===== src/rtl/shift_seq_pkg.sv =====
// Shared types and sizing helpers for the shift register sequencer.
// Holds the FSM state encoding, the gap counter width and a bit-count width helper.
package shift_seq_pkg;

  typedef enum logic [1:0] {
    ST_IDLE  = 2'd0,
    ST_SHIFT = 2'd1,
    ST_GAP   = 2'd2,
    ST_DONE  = 2'd3
  } state_t;

  localparam int GAP_CNT_W = 8;

  function automatic int bitcnt_w(input int width);
    return $clog2(width + 1);
  endfunction

endpackage


===== src/rtl/shift_mirror.sv =====
// Shadow copy of the WIDTH-stage serial shift register.
// Ports: clk, rst_n (sync, active-low), en (shift enable), din (stage 0 input), q (bit 0 = stage 0).
module shift_mirror #(
  parameter int WIDTH = 4
) (
  input  logic             clk,
  input  logic             rst_n,
  input  logic             en,
  input  logic             din,
  output logic [WIDTH-1:0] q
);

  always_ff @(posedge clk) begin
    if (!rst_n) begin
      q <= '0;
    end else if (en) begin
      q <= {q[WIDTH-2:0], din};
    end
  end

endmodule


===== src/rtl/shift_register_sequencer.sv =====
// Serialises a handshaked parallel word MSB-first into a WIDTH-stage shift register.
// Ports: clock/reset, valid/data/abort in; ready, shift_en, serial, busy, done, bit_count, mirror out.
module shift_register_sequencer
  import shift_seq_pkg::*;
#(
  parameter int WIDTH = 4,
  parameter int GAP   = 0
) (
  input  logic                       input_clock1_1,
  input  logic                       input_reset_n_2,
  input  logic                       input_valid_3,
  input  logic [WIDTH-1:0]           input_data_4,
  input  logic                       input_abort_5,
  output logic                       output_ready_6,
  output logic                       output_shift_en_7,
  output logic                       output_serial_8,
  output logic                       output_busy_9,
  output logic                       output_done_10,
  output logic [bitcnt_w(WIDTH)-1:0] output_bit_count_11,
  output logic [WIDTH-1:0]           output_mirror_12
);

  localparam int BCW = bitcnt_w(WIDTH);

  localparam logic [BCW-1:0] BC_LAST =
    BCW'(WIDTH - 1);

  localparam logic [GAP_CNT_W-1:0] GAP_LAST =
    GAP_CNT_W'((GAP > 0) ? GAP - 1 : 0);

  state_t               state;
  logic [WIDTH-1:0]     sh_buf;
  logic [GAP_CNT_W-1:0] gap_cnt;
  logic [BCW-1:0]       bit_cnt;
  logic                 shift_en_q;
  logic                 serial_q;
  logic                 busy_q;
  logic                 done_q;
  logic                 hs;

  // Ready is gated by reset so nothing is accepted while it is held.
  assign output_ready_6 =
    (state == ST_IDLE) &&
    !input_abort_5 &&
    input_reset_n_2;

  assign hs = input_valid_3 && output_ready_6;

  // Outputs are registered alongside the state so they track it exactly.
  always_ff @(posedge input_clock1_1) begin
    if (!input_reset_n_2) begin
      state      <= ST_IDLE;
      sh_buf     <= '0;
      gap_cnt    <= '0;
      bit_cnt    <= '0;
      shift_en_q <= 1'b0;
      serial_q   <= 1'b0;
      busy_q     <= 1'b0;
      done_q     <= 1'b0;
    end else begin
      done_q <= 1'b0;
      unique case (1'b1)
        (state == ST_IDLE): begin
          if (hs) begin
            state      <= ST_SHIFT;
            sh_buf     <= input_data_4;
            bit_cnt    <= '0;
            shift_en_q <= 1'b1;
            serial_q   <= input_data_4[WIDTH-1];
            busy_q     <= 1'b1;
          end
        end
        (state == ST_SHIFT): begin
          // The shift in this cycle always lands, even on abort.
          sh_buf  <= sh_buf << 1;
          bit_cnt <= bit_cnt + 1'b1;
          if (input_abort_5) begin
            state      <= ST_IDLE;
            shift_en_q <= 1'b0;
            serial_q   <= 1'b0;
            busy_q     <= 1'b0;
          end else if (bit_cnt == BC_LAST) begin
            shift_en_q <= 1'b0;
            serial_q   <= 1'b0;
            if (GAP > 0) begin
              state   <= ST_GAP;
              gap_cnt <= '0;
            end else begin
              state  <= ST_DONE;
              done_q <= 1'b1;
            end
          end else begin
            serial_q <= sh_buf[WIDTH-2];
          end
        end
        (state == ST_GAP): begin
          if (input_abort_5) begin
            state  <= ST_IDLE;
            busy_q <= 1'b0;
          end else if (gap_cnt == GAP_LAST) begin
            state  <= ST_DONE;
            done_q <= 1'b1;
          end else begin
            gap_cnt <= gap_cnt + 1'b1;
          end
        end
        (state == ST_DONE): begin
          state  <= ST_IDLE;
          busy_q <= 1'b0;
        end
        default: begin
          state      <= ST_IDLE;
          shift_en_q <= 1'b0;
          serial_q   <= 1'b0;
          busy_q     <= 1'b0;
        end
      endcase
    end
  end

  assign output_shift_en_7   = shift_en_q;
  assign output_serial_8     = serial_q;
  assign output_busy_9       = busy_q;
  assign output_done_10      = done_q;
  assign output_bit_count_11 = bit_cnt;

  shift_mirror #(
    .WIDTH (WIDTH)
  ) u_mirror (
    .clk   (input_clock1_1),
    .rst_n (input_reset_n_2),
    .en    (shift_en_q),
    .din   (serial_q),
    .q     (output_mirror_12)
  );

endmodule


===== config.mk =====
export PLATFORM = sky130hd
export DESIGN_NAME = shift_register_sequencer
export DESIGN_NICKNAME = d
export VERILOG_FILES = /design/src/rtl/shift_seq_pkg.sv /design/src/rtl/shift_mirror.sv /design/src/rtl/shift_register_sequencer.sv
export SDC_FILE = /design/constraint.sdc
export NUM_CORES = 1
export LEC_CHECK = 0
export CAP_MARGIN = 5
export CORE_ASPECT_RATIO = 0.75
export CORE_MARGIN = 5
export CORE_UTILIZATION = 25
export DETAILED_ROUTE_END_ITERATION = 12
export PLACE_DENSITY = 0.45
export SLEW_MARGIN = 20
export SYNTH_ARGS = -nofsm -noshare
export SYNTH_HDL_FRONTEND = slang
export SYNTH_SLANG_ARGS = --single-unit

===== constraint.sdc =====
create_clock -name input_clock1_1 -period 2.1 [get_ports input_clock1_1]
set_clock_uncertainty 0.05 [all_clocks]
set_input_delay 0.525 -clock input_clock1_1 [delete_from_list [all_inputs] [get_ports input_clock1_1]]
set_output_delay 0.525 -clock input_clock1_1 [all_outputs]
set_load 0.005 [all_outputs]

======== After elaboration in Yosys (flattened, before gate mapping) ========
Cells that the tools add are included.
storage, ports and cells
  input port bits ......................... 8
  word-level logic and storage cells ...... 62
  bits in registers ....................... 24
  output and inout bits ................... 12
operators by class
  reductions and logical operators ........ 15
  bitwise logic cells ..................... 3
  eq/ne operators ......................... 8
  add/sub/neg operators ................... 2
  muxes and demuxes ....................... 25
operators with widths
  kind                 count
  $pmux 3 s2           2
  $mux 1               11
  $mux 2               5
  $reduce_and 3->1     3
  $add 8x1->8 const B  1
  $logic_not 8->1      1
  $mux 3               2
  $ne 3x2->1 const B   2
  $pmux 1 s3           2
  $pmux 2 s3           1
  $reduce_and 2->1     3
  $eq 2x2->1 const B   2
  $pmux 1 s2           2
  $reduce_or 2->1      2
  $add 3x1->3 const B  1
  $eq 3x2->1 const B   1
  $logic_and 1x1->1    3
  $not 1->1            3
  $eq 2x1->1 const B   1
  $logic_not 2->1      1
  $ne 2x1->1 const B   1
  $ne 2x2->1 const B   1
  $reduce_bool 2->1    1
  $logic_not 1->1      1

======== Depth between registers and ports, before layout ========
  depth in word-level cells ............... 6
  mapped depth ............................ 7
  depth with buffers taken out ............ 6

======== Modules after synthesis ========
Synthesis repeated with hierarchy kept, for this count alone.
unflattened totals
  cells, all modules ...................... 138
  area total of the unflattened synthesis .. 1308.8 um^2
modules (own cells, without submodules)
  module                    times used  area each (um^2)  cells an instance
  shift_register_sequencer  1           1152.4            125
  shift_mirror              1           156.4             13

======== Worst setup path before layout ========
Ideal clock, no wire load.
  kind .................................... input to register
  start ................................... input port gap_cnt[0]
  end ..................................... register state[0]
  setup slack ............................. 319 ps
  setup time .............................. 122 ps
  buffers on the path ..................... 0
  arrival time ............................ 1610 ps
  stages on the path ...................... 7
  cells stage by stage .................... dfxtp_1 > inv_1 > ha_1 > or4b_4 > o41ai_4 > nand3_2 > mux2i_1
between the ends
  longest elaborated chain between the ends .. 3
RTL lines
  item                        line                             RTL
  start: declaration          shift_register_sequencer.sv:33   logic [GAP_CNT_W-1:0] gap_cnt;
  $logic_not 8->1             shift_register_sequencer.sv:100  end else if (gap_cnt == GAP_LAST) begin
  $ne 3x2->1 (no line)        -
  $reduce_and 3->1 (no line)  -
  end signal: assignment      shift_register_sequencer.sv:98   state <= ST_IDLE;
  end signal: assignment      shift_register_sequencer.sv:101  state <= ST_DONE;
  end signal: assignment      shift_register_sequencer.sv:108  state <= ST_IDLE;
  end: declaration            shift_register_sequencer.sv:31   state_t state;
Every way passes these cells.
A chain may end at the register's enable or synchronous reset.

======== Final worst setup path ========
  start ................................... input port input_abort_5
  end ..................................... output port output_ready_6
between the ends
  longest elaborated chain between the ends .. 3
RTL lines
  item                line                            RTL
  start: declaration  shift_register_sequencer.sv:13  input logic input_abort_5,
  $logic_not 1->1     shift_register_sequencer.sv:44  !input_abort_5 &&
  $logic_and 1x1->1   shift_register_sequencer.sv:43  (state == ST_IDLE) &&
  $logic_and 1x1->1   shift_register_sequencer.sv:44
  end: declaration    shift_register_sequencer.sv:14  output logic output_ready_6,
Every way passes these cells.

==> out/qor.yml <==
status: "finished, final reports clean"
num-fill-cells: 505
cts_tree: "done"
drt-initial-drc-count: 35
ys_types: 37
end_kind: "primary output"
antenna_cells: 0
path_class: "in2out"
clock.fmax_mhz: 491
ir_drop_v: 0.000317
cts_buffer_depth: 2
syn-cell-area_um2: 1260
maxSlewHeadroom_pct: 78.7
fp-row-count: 22
min_path_type: "reg2reg"
cts-root-buf: "clkbuf_8"
worst_slew_pin_slew_ns: 0.316
vias_per_cell: 4.73
cts_htree_levels: 1
cts_buffers: 3
initial_core_util_pct: 25.8
cts.sinks: 24
ys_warn_count: 0
die_x_um: 92.1
p_leak_nw: 0.685
postCtsHoldBufs: 0
routabilityCongestion: 0.746
p_int_mw: 0.811
drc: 0
grt_overflow: 0
finalCritPeriodShare_pct: 97.1
place_area_um2: 1600
rr_worst_depth: 7
maxCapViolCount: 0
finalHoldViolations: 0
syn_to_final_growth_pct: 30.0
antenna_found_initial: 0
stdcell_area_um2: 1640
clock_latency_ns: 0.26
syn_nets: 155
wl_per_cell_um: 12.9
worst_setup_path_start_kind: "input pin"
coreArea_um2: 4900
post_cts_buffers: 0
drt_first_pass_iters: 4
clkTransAtPathRegs_ns: 0.08
pwr-share-clk_pct: 22.9
power.switching_mw: 0.374
port-buffer-count: 19
cp.arrival_ns: 1.46
synth_seq_cells: 24
synthCells: 139
fin_nets: 186
postRouteAntennaNets: 0
synth.avg_cell_area_um2: 9.08
grt_pass1_wl_um: 5080
hold_path_depth: 2
power_mw: 1.19
grt_pass1_vias: 1067
die-height_um: 71.5
cts_resized: 2
grt_max_degree: 20
switching_share_pct: 31.6
dieArea_um2: 6590
cellPowerDensity_nw_per_um2: 722
p_seq_share_pct: 43.9
hpwl_um: 2280
period_minus_slack_ns: 2.04
worstPathMaxFanout: 2
final_max_slew_viol_count: 0
drive_above_1_share_pct: 15.5
via_count: 1078
rsz0062_at_grt: "no"
routed_wirelength_um: 2950
yosysSeqAreaShare_pct: 38.1
setup_viol: 0
grt_use_total_pct: 9.60
pwr-share-comb_pct: 33.2
ios: 20
cp_data_required_time_ns: 1.52
==> state kept, by name (all words and copies together) (netlist names) <==
name,cells
gap_cnt,8
u_mirror.q,4
output_bit_count_11,3
sh_buf,3
state,2
output_busy_9,1
output_done_10,1
output_serial_8,1
output_shift_en_7,1
==> cells in the mapped netlist <==
cell      number  area (µm²)
dfxtp_1       24         480
buf_1          2        7.51
and3_1         2        12.5
clkbuf_1       4        15.0
o41ai_4        1        27.5
nor2_1        22        82.6
mux2_2         2        22.5
nor4_1         1        6.26
o21ai_0        4        20.0
xor2_1         5        43.8
nand4_1        4        25.0
nand4b_1       1        8.76
nand3_2        1        10.0
nand3b_1       1        7.51
a21boi_0       1        7.51
nor3b_1        2        15.0
ha_1           8         100
xnor2_1        2        17.5
and3b_1        1        8.76
mux2i_1       11         110
a211o_1        1        8.76
nand2_1       12        45.0
nand3_1        1        5.00
nor2b_1        2        12.5
a311oi_1       1        8.76
inv_1          8        30.0
and4b_1        1        10.0
or3b_2         2        17.5
a21oi_1        3        15.0
a211oi_1       1        7.51
or4b_4         1        13.8
and2_1         1        6.26
a31oi_1        1        6.26
or4_2          1        8.76
a32oi_1        1        8.76
o211ai_1       1        7.51
o221a_2        2        22.5
==> final timing paths <==
kind                       from              to  slack [ns]
setup / recovery  input_abort_5  output_ready_6        0.06
hold / removal    output_busy_9   output_busy_9        0.43
setup reg to reg     gap_cnt[0]        state[0]        0.22
hold reg to reg   output_busy_9   output_busy_9        0.43
==> final cells by class <==
type | count | area [µm²] | area share (%)
clock buffer | 3 | 41.3 | 2.52
tap | 60 | 75.1 | 4.57
timing repair buffer | 32 | 285 | 17.4
multi-input combinational | 101 | 729 | 44.4
sequential | 24 | 480 | 29.3
inverter | 8 | 30.0 | 1.83
==> cell families (layout without fill, tap and decap cells) <==
group	count (synthesis)	after routing	share of synthesized area (%)
multiplexers	13	13	10.5
AND/OR/NAND/NOR	56	56	23.4
XOR/XNOR	7	7	4.86
flip-flops	24	24	38.1
buffers and inverters	14	43	4.16
adder cells (fa/ha/maj)	8	8	7.93
AO/OA/AOI/OAI	17	17	11.1
==> layout by cell type, fill, tap and decap left out, types with 2 or more instances in the layout <==
| cell | instances |
|---|---|
| clkbuf_8 | 3 |
| nand2_1 | 12 |
| dlygate4sd2_1 | 2 |
| xnor2_1 | 2 |
| or3b_2 | 2 |
| xor2_1 | 5 |
| dfxtp_1 | 24 |
| o221a_2 | 2 |
| a21oi_1 | 3 |
| nor2b_1 | 2 |
| and3_1 | 2 |
| o21ai_0 | 4 |
| ha_1 | 8 |
| buf_4 | 13 |
| nand4_1 | 4 |
| nor3b_1 | 2 |
| mux2i_1 | 11 |
| inv_1 | 8 |
| nor2_1 | 22 |
| clkdlybuf4s50_1 | 17 |
| mux2_2 | 2 |
==> power groups by stage <==
stage | clock, mW | combinational, mW | sequential, mW
6_report | 0.272 | 0.393 | 0.520
2_1_floorplan | 0 | 0.244 | 0.527
4_1_cts | 0.290 | 0.395 | 0.520
3_5_place_dp | 0 | 0.396 | 0.531
3_3_place_gp | 0 | 0.392 | 0.529
5_1_grt | 0.309 | 0.433 | 0.527
==> metal layers <==
| metal | global-route usage [%] | up-vias | share of wire (%) |
|---|---|---|---|
| met3 | 3.36 | 2 | 6.0 |
| met5 | 0 | - | 0 |
| met4 | 2.14 | 0 | 0.37 |
| li1 | - | 541 | - |
| met2 | 14.3 | 24 | 40 |
| met1 | 13.3 | 511 | 54 |
==> stage by stage <==
| stage | TNS [ns] | setup WS, ns | utilization (%) | instances | hold slack (ns) |
|---|---|---|---|---|---|
| final | 0 | 0.0619 | 33.5 | 228 | 0.428 |
| after global routing | 0 | 0.00483 | 33.5 | 228 | 0.453 |
| after detailed placement | -0.391 | -0.189 | 32.7 | 225 | 0.419 |
| after global placement | -0.446 | -0.203 | 32.7 | 225 | 0.410 |
| after CTS | 0 | 0.0523 | 33.5 | 228 | 0.437 |
| after floorplan | 0 | 0.319 | - | 139 | 0.408 |
==> worst max-delay path: stages <==
cell,delay (ns)
clkdlybuf4s50_1,0.48
inv_1,0.05
and3_1,0.15
dlygate4sd2_1,0.25
(Power assumes the default switching activity.)
